===== src/rtl/dac_sample_scheduler_pkg.sv =====
// Shared constants, state encodings and the round-robin pick helper
// for the DAC sample scheduler.
package dac_sched_pkg;

  localparam int NUM_CH         = 2;
  localparam int DEF_DATA_W     = 10;
  localparam int DEF_SPI_CYCLES = 1000;

  typedef logic [1:0] sched_state_t;

  localparam sched_state_t IDLE = 2'd0;
  localparam sched_state_t LOAD = 2'd1;
  localparam sched_state_t WAIT = 2'd2;

  // A tie goes to the channel not served last; otherwise the lone eligible one.
  function automatic logic pick_ch(input logic [NUM_CH-1:0] elig, input logic last);
    if (elig == 2'b11) return ~last;
    return elig[1];
  endfunction

endpackage


===== src/rtl/dac_sample_scheduler_if.sv =====
// Sample producer side of the scheduler: level requests, sample data and
// the per-channel acknowledge pulse.
interface dac_sample_scheduler_if
  import dac_sched_pkg::*;
#(
  parameter int DATA_W = DEF_DATA_W
);
  logic [NUM_CH-1:0] req;
  logic [DATA_W-1:0] data0;
  logic [DATA_W-1:0] data1;
  logic [NUM_CH-1:0] ack;

  modport master (output req, output data0, output data1, input ack);
  modport slave  (input req, input data0, input data1, output ack);
endinterface


===== src/rtl/dac_sample_scheduler_spi_hold_timer.sv =====
// Loadable down-counter that holds off the next DAC load until the
// current SPI frame has had time to finish.
module spi_hold_timer #(
  parameter int SPI_CYCLES = 1000
) (
  input  logic sysclk,
  input  logic reset,
  input  logic load,
  output logic done
);
  localparam int CW = $clog2(SPI_CYCLES);

  logic [CW-1:0] cnt;

  always_ff @(posedge sysclk) begin
    if (reset)
      cnt <= '0;
    else if (load)
      cnt <= CW'(SPI_CYCLES - 1);
    else if (cnt != '0)
      cnt <= cnt - 1'b1;
  end

  assign done = (cnt == '0);
endmodule


===== src/rtl/dac_sample_scheduler.sv =====
// Shares one spi2dac between two sample channels: each tick starts a round
// serving every requesting channel once, round-robin, spaced by SPI_CYCLES.
module dac_sample_scheduler
  import dac_sched_pkg::*;
#(
  parameter int DATA_W     = DEF_DATA_W,
  parameter int SPI_CYCLES = DEF_SPI_CYCLES
) (
  input  logic                   sysclk,
  input  logic                   reset,
  input  logic                   tick,
  dac_sample_scheduler_if.slave  src,
  output logic [DATA_W-1:0]      dac_data,
  output logic                   dac_load,
  output logic                   busy,
  output logic                   overrun
);
  sched_state_t      state;
  logic [NUM_CH-1:0] pend;
  logic              last;
  logic [NUM_CH-1:0] elig;
  logic [NUM_CH-1:0] sel_mask;
  logic              sel;
  logic              go_load;
  logic              hold_done;

  // In IDLE the snapshot is being taken this very edge, so the live req is the pend.
  always_comb begin
    elig     = '0;
    sel      = 1'b0;
    sel_mask = '0;
    go_load  = 1'b0;
    if (state == IDLE) begin
      elig    = src.req;
      go_load = tick && (src.req != '0);
    end else if (state == WAIT) begin
      elig    = pend & src.req;
      go_load = hold_done && (elig != '0);
    end
    sel      = pick_ch(elig, last);
    sel_mask = sel ? 2'b10 : 2'b01;
  end

  assign overrun = tick && (state != IDLE);

  spi_hold_timer #(.SPI_CYCLES(SPI_CYCLES)) u_hold_timer (
    .sysclk (sysclk),
    .reset  (reset),
    .load   (go_load),
    .done   (hold_done)
  );

  always_ff @(posedge sysclk) begin
    if (reset) begin
      state    <= IDLE;
      pend     <= '0;
      last     <= 1'b1;
      dac_data <= '0;
      dac_load <= 1'b0;
      src.ack  <= '0;
      busy     <= 1'b0;
    end else begin
      dac_load <= go_load;
      src.ack  <= go_load ? sel_mask : '0;
      if (go_load) begin
        state    <= LOAD;
        busy     <= 1'b1;
        dac_data <= sel ? src.data1 : src.data0;
        last     <= sel;
        // Channels whose req dropped since the snapshot are discarded here too.
        pend     <= elig & ~sel_mask;
      end else begin
        case (state)
          LOAD: begin
            state <= WAIT;
            busy  <= 1'b1;
          end
          WAIT: begin
            if (hold_done) begin
              state <= IDLE;
              busy  <= 1'b0;
              pend  <= '0;
            end
          end
          IDLE: begin
            pend <= '0;
          end
          default: begin
            state <= IDLE;
            busy  <= 1'b0;
            pend  <= '0;
          end
        endcase
      end
    end
  end
endmodule


===== src/flat_wrapper.sv =====
// flat-port wrapper written by rule: the top's interface ports become plain ports
module dac_sample_scheduler_flat import dac_sched_pkg::*;
#(
  parameter int DATA_W     = DEF_DATA_W,
  parameter int SPI_CYCLES = DEF_SPI_CYCLES
)
  (sysclk, reset, tick, dac_data, dac_load, busy, overrun, src_req, src_data0, src_data1, src_ack);
  dac_sample_scheduler_if #(.DATA_W(DATA_W)) src_i ();
  input  logic sysclk;
  input  logic reset;
  input  logic tick;
  output logic [DATA_W-1:0] dac_data;
  output logic dac_load;
  output logic busy;
  output logic overrun;
  input wire logic [$bits(src_i.req)-1:0] src_req;
  input wire logic [$bits(src_i.data0)-1:0] src_data0;
  input wire logic [$bits(src_i.data1)-1:0] src_data1;
  output wire logic [$bits(src_i.ack)-1:0] src_ack;
  assign src_i.req = src_req;
  assign src_i.data0 = src_data0;
  assign src_i.data1 = src_data1;
  assign src_ack = src_i.ack;
  dac_sample_scheduler #(.DATA_W(DATA_W), .SPI_CYCLES(SPI_CYCLES)) u_core (.sysclk(sysclk), .reset(reset), .tick(tick), .src(src_i), .dac_data(dac_data), .dac_load(dac_load), .busy(busy), .overrun(overrun));
endmodule

===== config.mk =====
export PLATFORM = sky130hd
export DESIGN_NAME = dac_sample_scheduler_flat
export DESIGN_NICKNAME = d
export VERILOG_FILES = /design/src/rtl/dac_sample_scheduler_pkg.sv /design/src/rtl/dac_sample_scheduler_if.sv /design/src/rtl/dac_sample_scheduler_spi_hold_timer.sv /design/src/rtl/dac_sample_scheduler.sv /design/src/flat_wrapper.sv
export SDC_FILE = /design/constraint.sdc
export NUM_CORES = 1
export LEC_CHECK = 0
export CORE_AREA = 2 2 58 60
export DETAILED_ROUTE_END_ITERATION = 8
export DIE_AREA = 0 0 60 62
export PLACE_DENSITY = 0.86
export SYNTH_ARGS = -nofsm -noshare
export SYNTH_HDL_FRONTEND = slang
export SYNTH_HIERARCHICAL = 1
export SYNTH_SLANG_ARGS = --single-unit

===== constraint.sdc =====
create_clock -name sysclk -period 3.6 [get_ports sysclk]
set_input_delay 0.9 -clock sysclk [delete_from_list [all_inputs] [get_ports sysclk]]
set_output_delay 0.9 -clock sysclk [all_outputs]
set_load 0.1 [all_outputs]

# Yosys cells after proc, flatten, opt, wreduce, memory -nomap -nowiden
# Cells that the tools add are included.
# word_totals
regBits	29
output_inout_bits	15
wordCells	58
# op_classes
addsub	1
n_eq_ne	7
n_mux	19
bitwise	6
n_reduce_logical	15
# op_table
operator	count
two-way mux 10 bit	3
logical NOT 10 bit	1
two-way mux 2 bit	5
nonzero test 10 bit	1
subtractor 10 x 1 -> 10 bit, second input constant	1
two-way mux 1 bit	8
nonzero test 2 bit	4
inequality test 2 x 1 -> 1 bit, second input constant	3
case mux 2 bit (3 select lines)	1
AND reduction 2 bit	3
bitwise AND 2 bit	2
equality test 2 bit, second input constant	2
case mux 2 bit (2 select lines)	1
OR reduction 2 bit	2
logical AND 1 bit	3
inequality test 3 x 1 -> 1 bit, second input constant	1
inverter 1 bit	3
case mux 1 bit (3 select lines)	1
equality test 2 x 1 -> 1 bit, second input constant	1
logical NOT 2 bit	1
inverter 2 bit	1

# Depth between registers and ports, before layout
# Gate-level depths: netlist of the first run.
# logic_depth
depth_word	10
depth_mapped	11
ltp_nobuf	10

# Modules after synthesis
# Netlist of the first run, hierarchy kept.
# modules_own_cells
mod	n_inst	cells_per_inst	area_each_um2	seq_area_each_um2
dac_sample_scheduler	1	77	862.1	380.4
spi_hold_timer	1	55	518.0	200.2

# Worst setup path after synthesis of the first run
# No wires, ideal clock.
# synth_timing
path_kind	reg2reg
from	register u_core.u_hold_timer.cnt[0]
to	register u_core.u_hold_timer.cnt[7]
arrival_ns	2.614
t_required_ns	3.536
slack_ns	0.922
stages_incl_launch_ff	12
synth_period_minus_slack_ns	2.678
cell_sequence	dfxtp_1 > inv_1 > ha_1 > or4b_4 > nor3_4 > nand3b_1 > o32ai_4 > clkbuf_1 > inv_1 > and3_1 > a31o_2 > nor2_1
# synth_via
elab_chain_len	5
elab_cells_between_ends	9
classes_between	add/sub: 1; mux: 4; reduce/logical: 4
# synth_lines
item	line_no	text
start, declared	dac_sample_scheduler_spi_hold_timer.sv:13	logic [CW-1:0] cnt;
start signal, assigned	dac_sample_scheduler_spi_hold_timer.sv:19	cnt <= CW'(SPI_CYCLES - 1);
start signal, assigned	dac_sample_scheduler_spi_hold_timer.sv:21	cnt <= cnt - 1'b1;
logical NOT 10 bit *	dac_sample_scheduler_spi_hold_timer.sv:24	assign done = (cnt == '0);
named net u_core.hold_done	dac_sample_scheduler.sv:25	logic hold_done;
logical AND 1 bit *	dac_sample_scheduler.sv:38	go_load = hold_done && (elig != '0);
two-way mux 1 bit *	dac_sample_scheduler.sv:36	end else if (state == WAIT) begin
two-way mux 1 bit *	dac_sample_scheduler.sv:33	if (state == IDLE) begin
named net u_core.go_load	dac_sample_scheduler.sv:24	logic go_load;
two-way mux 10 bit / nonzero test 2 bit (equally long branches)	-	
# Mark *: on every way through the listed nets, which the timed path passes. The rest lies on a longest branch. The select of a mux whose other input is x is not followed.
# A chain may end at the register's enable or synchronous reset.

# Final worst setup path of the first run
# Same ends and word-level chain as after synthesis.

==> summary.txt, run 1 <==
Run status
  • Outcome: finished, final reports clean

STA
  • Slew HR: 34.4%
  • Final hold vios: 0
  • Clock skew: between 0.005 and 0.006 ns
  • Setup violations, final: 0
  • Share of the clock period used by the worst path: between 80% and 90%
  • Setup repair after global routing missed its margin: false
  • Period minus WS final: 2.89 ns
  • Final setup TNS: 0 ns
  • Slew at the pin closest to its max-slew limit: 0.980 ns
  • Post-layout worst setup margin: 0.712 ns
  • Fmax achieved: 346 MHz
  • Slew Viols, Final: 0

Critical path
  • Worst R2R Start: u_core/u_hold_timer/cnt[0]$_SDFFE_PP0P_
  • Critical path's slowest cell: sky130_fd_sc_hd__or4b_4
  • Nature of the critical path startpoint: flip-flop
  • Data arrival time at the worst-slack endpoint: 3.16 ns
  • Maximum fanout along the worst path: 13
  • Endpoint kind of the worst setup timing path: flip-flop
  • Cell breakdown of the critical path: inv_1, ha_1, or4b_4, nor3_4, nand3b_1, o32ai_4, inv_1, and3_1, a31o_2, nor2_1
  • Reg2Reg Capture Point: u_core/u_hold_timer/cnt[7]$_SDFFE_PP0P_
  • Buffering stage count on the worst path with inverters included: 2
  • Crit path required time: 3.87 ns
  • Crit Path Class: reg2reg
  • Family of cells with the greatest summed delay on the critical path: simple AND/OR/NAND/NOR gates
  • Depth of the worst register-to-register path: 10
  • Most common cell on crit path: sky130_fd_sc_hd__inv_1
  • Register-to-Register Setup Slack: slightly above 0.7 ns
  • Start point of the critical path: u_core/u_hold_timer/cnt[0]$_SDFFE_PP0P_
  • Delay of the slowest critical-path stage: 0.53 ns

Drt
  • Number of remaining DRC errors: 0
  • Post-Route WL: between 3000 and 4000 microns
  • DRC marker count from the first detailed-route iteration: 38
  • Via-to-Cell Ratio: 5.36
  • Routed via count: 1,180
  • Total length of routed met3 wires: 220 microns
  • Highest metal layer with signal wires: met4
  • Post-route met1 wirelength: 1250 microns
  • Routed length per instance: 13.8 microns
  • Total length of routed met2 wires: about 1500 microns
  • Count of TritonRoute iterations in the first routing pass: 4
  • Number of nets with antenna violations after routing: 0

Clocking
  • Post-CTS Setup Inserts: 0
  • Sinks on Clock Net: 29
  • Total number of H-tree levels: 2
  • # hold bufs at CTS: 0
  • Clock tree root driver cell: sky130_fd_sc_hd__clkbuf_4
  • Clock tree from TritonCTS: yes
  • Maximum number of buffers from clock root to sink: 2
  • Clock slew at reported path FFs: 0.09 ns
  • Clk Latency, worst-skew pair: 0.33 ns
  • Number of instances resized during post-cts repair: 0
  • TritonCTS buffer count: 5

Floorplan
  • Die Width: 60 microns
  • Height of the chip: 62 microns
  • Core region area: between 0.003 and 0.004 sq mm
  • Initial core utilization: 43.4%
  • Die Outline Area: 0.00372 sq mm
  • Num ports: 40
  • Number of rows in the core area: 21

Cells and area
  • Antenna Diode Count: 0
  • P&R area growth vs syn: 36.2%
  • Non-filler cells, final: 220
  • Total of fill cells in the finished design: 263
  • # nets final: roughly 200
  • Fraction of final layout cells with drive strength greater than 1: between 10% and 20%
  • Final cell area excluding filler cells: ~0.0019 sq mm

Synthesis
  • Per-instance average area after synthesis: 10.5 sq um
  • Cell with the most instances after synthesis: sky130_fd_sc_hd__dfxtp_1
  • FF+latch count, synth: 29
  • Summed instance area of the synthesized netlist: roughly 0.0014 sq mm
  • Yosys warns: 6
  • Area share of the leading cell type in the synthesized netlist: a little over two fifths
  • Most frequent cells after synthesis: sky130_fd_sc_hd__dfxtp_1 (29), sky130_fd_sc_hd__mux2i_1 (10), sky130_fd_sc_hd__o2bb2ai_1 (10), sky130_fd_sc_hd__nand2_1 (8), sky130_fd_sc_hd__a211oi_1 (7)
  • Synth top area cells: sky130_fd_sc_hd__dfxtp_1 (42%), sky130_fd_sc_hd__mux2i_1 (7.3%), sky130_fd_sc_hd__o2bb2ai_1 (6.3%)
  • Share of synthesized registers carrying an async set or reset: 0%
  • EDFF count, synth: 0
  • Gate Count Post-Synth: 132
  • Synth area leader: sky130_fd_sc_hd__dfxtp_1
  • Post-synthesis sequential area ratio: a little over two fifths
  • Top_reg_cell synth: sky130_fd_sc_hd__dfxtp_1
  • Syn_nets: between 150 and 200
  • Unique masters post-synth: 41

Placement
  • Placed inst area: 0.00179 sq mm
  • Final GP Congestion: 0.787
  • # port buffers: 39
  • Placed insts: between 200 and 250
  • Post-detailed-placement half-perimeter wirelength: 2310 microns
  • Setup slack at placement: between 0.5 and 0.6 ns

Global route
  • Wire length of the first global-routing pass: 5180 microns
  • Number of antenna violations at the first check in global routing: 0
  • Number of global-route vias before repair: 1,219
  • Overall routing resource usage: 18.9%
  • Pin count of the biggest net entering global routing: 16
  • GRT overflow: 0

Min path
  • Worst Hold Path EP: u_core/dac_data[6]$_SDFFE_PP0P_
  • Number of cells on the worst hold path: 1
  • Hold Path Class: reg2reg
  • Hold_sp: u_core/dac_data[6]$_SDFFE_PP0P_

Job
  • Max capacitance violation total: 0

Power and ir drop
  • Power density over cell area: 529 mW/mm^2
  • Leakage: 0.000717 uW
  • IR Drop Worst-Case VDD: 0.298 mV
## per-layer routing
layer,GRT usage [%],vias up
li1,-,589
met1,19.3,544
met2,33.2,42
met3,7.66,5
met4,10.2,0
met5,0,-
## power by group
group          leakage (uW)  internal, uW  switching [uW]
clock network     0.0000455           166             112
logic              0.000432           126             198
registers          0.000239           357            34.3
## flip-flops by register name, indices dropped and copies added (netlist names)
| name | count |
|---|---|
| u_core/last | 1 |
| u_core/busy | 1 |
| u_core/src.ack | 2 |
| u_core/dac_data | 10 |
| u_core/pend | 2 |
| u_core/state | 2 |
| u_core/u_hold_timer/cnt | 10 |
| u_core/dac_load | 1 |
## area by class of cell
class / count / area [sq um] / area share [%]
Inverter: 6 / 22.5 / 1.20
Tap cell: 46 / 57.6 / 3.06
Clock inverter: 1 / 30.0 / 1.60
Timing Repair Buffer: 39 / 398 / 21.2
Sequential cell: 29 / 581 / 30.9
Multi-Input combinational cell: 92 / 736 / 39.1
Clock buffer: 7 / 55.1 / 2.93
## cells in the final DEF (no fill, tap or decap), types with 2 or more instances in the layout
cell type                         Yosys  final
sky130_fd_sc_hd__mux2i_1             10     10
sky130_fd_sc_hd__o31ai_1              2      2
sky130_fd_sc_hd__o21a_1               5      5
sky130_fd_sc_hd__a211oi_1             7      7
sky130_fd_sc_hd__inv_1                6      6
sky130_fd_sc_hd__dfxtp_1             29     29
sky130_fd_sc_hd__a311oi_1             5      5
sky130_fd_sc_hd__clkdlybuf4s50_1      0     37
sky130_fd_sc_hd__or3_1                2      2
sky130_fd_sc_hd__o2bb2ai_1           10     10
sky130_fd_sc_hd__nand2_1              8      8
sky130_fd_sc_hd__a21oi_1              4      4
sky130_fd_sc_hd__clkbuf_4             0      5
sky130_fd_sc_hd__nor3_1               4      4
sky130_fd_sc_hd__nand2b_4             2      2
sky130_fd_sc_hd__nor2_1               6      6
sky130_fd_sc_hd__nand2b_1             4      4
## worst max path at each step
stage,endpoint,slack [ns],depth (start not counted)
after detailed placement,u_core/u_hold_timer/cnt[7]$_SDFFE_PP0P_,0.58,7
after CTS,u_core/u_hold_timer/cnt[7]$_SDFFE_PP0P_,0.71,10
after floorplan,u_core/u_hold_timer/cnt[7]$_SDFFE_PP0P_,0.92,11
after global placement,u_core/u_hold_timer/cnt[7]$_SDFFE_PP0P_,0.72,7
after global routing,u_core/u_hold_timer/cnt[7]$_SDFFE_PP0P_,0.46,10
final,u_core/u_hold_timer/cnt[7]$_SDFFE_PP0P_,0.71,10
## worst register-to-register path, delay by kind of cell, from the launching register on
| kind | cells | cell delay (ns) |
|---|---|---|
| adders and majority gates | 1 | 0.18 |
| DFF | 1 | 0.32 |
| AOI/OAI and AO/OA | 2 | 0.59 |
| buffers and inverters | 2 | 0.35 |
| and+or+nand+nor | 5 | 1.40 |
## kinds of logic after synthesis
kind of cell / count (synthesis) / synth area share (%)
fa+ha+maj: 1 / 0.906
compound gates: 38 / 24.0
xor+xnor: 1 / 0.635
simple gates: 42 / 20.5
buf+inv: 11 / 4.62
mux: 10 / 7.25
flops: 29 / 42.1
## stage by stage
stage / utilization (%) / total power (uW) / hold slack (ns)
global placement: 56.4 / 708 / 0.447
finish: 59.1 / 993 / 0.473
detailed placement: 56.4 / 722 / 0.449
global route: 59.1 / 1040 / 0.493
floorplan: - / 637 / 0.439
CTS: 59.1 / 999 / 0.474
Power figures use the tool's default switching activity.
==> inputs of run 2 (changes only) <==
CORE_AREA = 2 2 61 63   (was 2 2 58 60)
DIE_AREA = 0 0 63 65   (was 0 0 60 62)
PLACE_DENSITY = 0.82   (was 0.86)
clock period = 2.4 ns   (was 3.6 ns; I/O delays follow)
==> summary.txt, run 2 (same netlist as run 1, synthesis figures left out) <==
Run status
  • Outcome: finished, final reports clean

Cells and area
  • Commonest non-fill, non-tap cells in the layout: sky130_fd_sc_hd__dfxtp_1 (28), sky130_fd_sc_hd__clkdlybuf4s50_1 (24), sky130_fd_sc_hd__buf_4 (23)
  • Most common cell after layout, fill and taps aside: sky130_fd_sc_hd__dfxtp_1
  • # nets final: between 200 and 250
  • Antenna Diode Count: 0
  • Fraction of final layout cells with drive strength greater than 1: 28.3%
  • P&R area growth vs syn: 42.6%
  • Largest regs: u_core/dac_data: 10 flops, u_core/u_hold_timer/cnt: 10 flops

STA
  • Final hold vios: 0
  • Setup violations, final: 0
  • Period minus WS final: 2.23 ns
  • Setup repair after global routing missed its margin: false
  • Post-layout worst setup margin: ~0.17 ns
  • Slew at the pin closest to its max-slew limit: about 0.5 ns
  • Slew Viols, Final: 0
  • Slew HR: approximately 65%
  • Final setup TNS: 0 ns
  • Fmax achieved: 448 MHz
  • Clock skew: 0.00625 ns
  • Share of the clock period used by the worst path: 92.9%

Floorplan
  • Num ports: 40
  • Height of the chip: 65 microns
  • Die Outline Area: 0.00410 sq mm
  • Number of rows in the core area: 22
  • Initial core utilization: 39.5%
  • Die Width: 63 microns
  • Core region area: 0.00350 sq mm

Drt
  • Number of nets with antenna violations after routing: 0
  • Number of remaining DRC errors: 0
  • Via-to-Cell Ratio: 5.39
  • Routed length per instance: ~14 microns
  • DRC marker count from the first detailed-route iteration: 26
  • Routed via count: ~1,300
  • Post-Route WL: approximately 3200 microns
  • Count of TritonRoute iterations in the first routing pass: 4

Global route
  • Wire length of the first global-routing pass: around 5600 microns
  • GRT overflow: 0
  • Pin count of the biggest net entering global routing: 14
  • Number of global-route vias before repair: ~1,300
  • Number of antenna violations at the first check in global routing: 0
  • Overall routing resource usage: 17.2%

Job
  • Max capacitance violation total: 0

Power and ir drop
  • Power share of the combinational group: around a third
  • IR Drop Worst-Case VDD: between 0.5 and 0.6 mV
  • Part of the total power dissipated in sequential elements: 38.5%
  • Switching power summed over all nets: 554 uW
  • Internal power summed over all cells: a little under 1000 uW
  • Clock network fraction of design power: 26.9%
  • Leakage: just under 0.0008 uW
  • Switching Fraction: a little over a third
  • Power density over cell area: 775 mW/mm^2

Critical path
  • Most common cell on crit path: sky130_fd_sc_hd__buf_4
  • Nature of the critical path startpoint: flip-flop
  • Crit path required time: 2.65 ns
  • Maximum fanout along the worst path: 6
  • Cell breakdown of the critical path: inv_2, ha_4, or4b_4, nor3_4, nand3b_1, o32ai_4, buf_4, inv_6, buf_4, a311oi_1
  • Crit Path Class: reg2reg
  • Delay of the slowest critical-path stage: 0.51 ns
  • Endpoint kind of the worst setup timing path: flip-flop
  • Data arrival time at the worst-slack endpoint: ~2.5 ns
  • Critical path's slowest cell: sky130_fd_sc_hd__or4b_4

Clocking
  • Total number of H-tree levels: 2
  • Clock tree from TritonCTS: yes
  • Sinks on Clock Net: 29
  • Clock tree root driver cell: sky130_fd_sc_hd__clkbuf_4
  • TritonCTS buffer count: 5
  • Clock slew at reported path FFs: roughly 0.10 ns
  • Clk Latency, worst-skew pair: between 0.3 and 0.4 ns
  • Maximum number of buffers from clock root to sink: 2

Placement
  • Post-detailed-placement half-perimeter wirelength: 2430 microns
  • Final GP Congestion: 0.774
  • Setup slack at placement: -0.0246 ns
  • # port buffers: 39

Min path
  • Hold Path Class: reg2reg
==> run 2: layout make-up <==
class,count,area [sq um]
well taps,48,60.1
multi-input cells,92,762
clock inverters,3,46.3
inverters,6,27.5
clock buffers,5,37.5
fillers,305,1530
repair buffers,49,453
flip-flops and latches,29,582
==> run 2: power groups by stage <==
stage | logic (uW) | clock network (uW) | registers [uW]
floorplan | 260 | 0 | 715
global placement | 495 | 0 | 595
detailed placement | 518 | 0 | 598
CTS | 519 | 416 | 588
global route | 562 | 438 | 598
finish | 528 | 410 | 588
==> run 2: final timing paths <==
check                                          startpoint                                       to  slack, ns  cells past startpoint
hold reg to reg           u_core/dac_data[4]$_SDFFE_PP0P_          u_core/dac_data[4]$_SDFFE_PP0P_       0.47                      1
setup reg to reg  u_core/u_hold_timer/cnt[1]$_SDFFE_PP0P_  u_core/u_hold_timer/cnt[8]$_SDFFE_PP0P_       0.17                     10
hold / removal            u_core/dac_data[4]$_SDFFE_PP0P_          u_core/dac_data[4]$_SDFFE_PP0P_       0.47                      1
setup / recovery  u_core/u_hold_timer/cnt[1]$_SDFFE_PP0P_  u_core/u_hold_timer/cnt[8]$_SDFFE_PP0P_       0.17                     10
==> run 2: critical path: cells and delay by family (launching register included) <==
family	cells	cell delay (ns)
compound gates	2	0.41
buf+inv	4	0.44
simple gates	3	0.82
fa+ha+maj	1	0.14
flops	1	0.33
==> run 2: routing by layer <==
layer / global-route usage [%] / vias to the layer above / wire length [microns]
li1: - / 600 / -
met2: 31.4 / 49 / 1610
met1: 17.7 / 592 / 1320
met4: 8.33 / 0 / 65
met5: 0 / - / 0
met3: 5.38 / 10 / 216
==> run 2: metrics by stage <==
stage               util [%]  total power, uW  hold slack, ns  cell area [sq um]  cells
floorplan                  -              974           0.439               1420    132
global placement        53.3             1090           0.449               1860    221
detailed placement      53.3             1120           0.450               1860    221
CTS                     55.7             1520           0.475               1950    229
global route            56.3             1600           0.481               1970    232
finish                  56.3             1530           0.471               1970    232
==> run 2: timing repair <==
| action | CTS | global route |
|---|---|---|
| setup buffers | 0 | 3 |
| endpoints found under the setup margin | 0 | 14 |
| gates resized for setup | 0 | 0 |
| hold endpoints to repair | 0 | 0 |
| hold buffers | 0 | 0 |
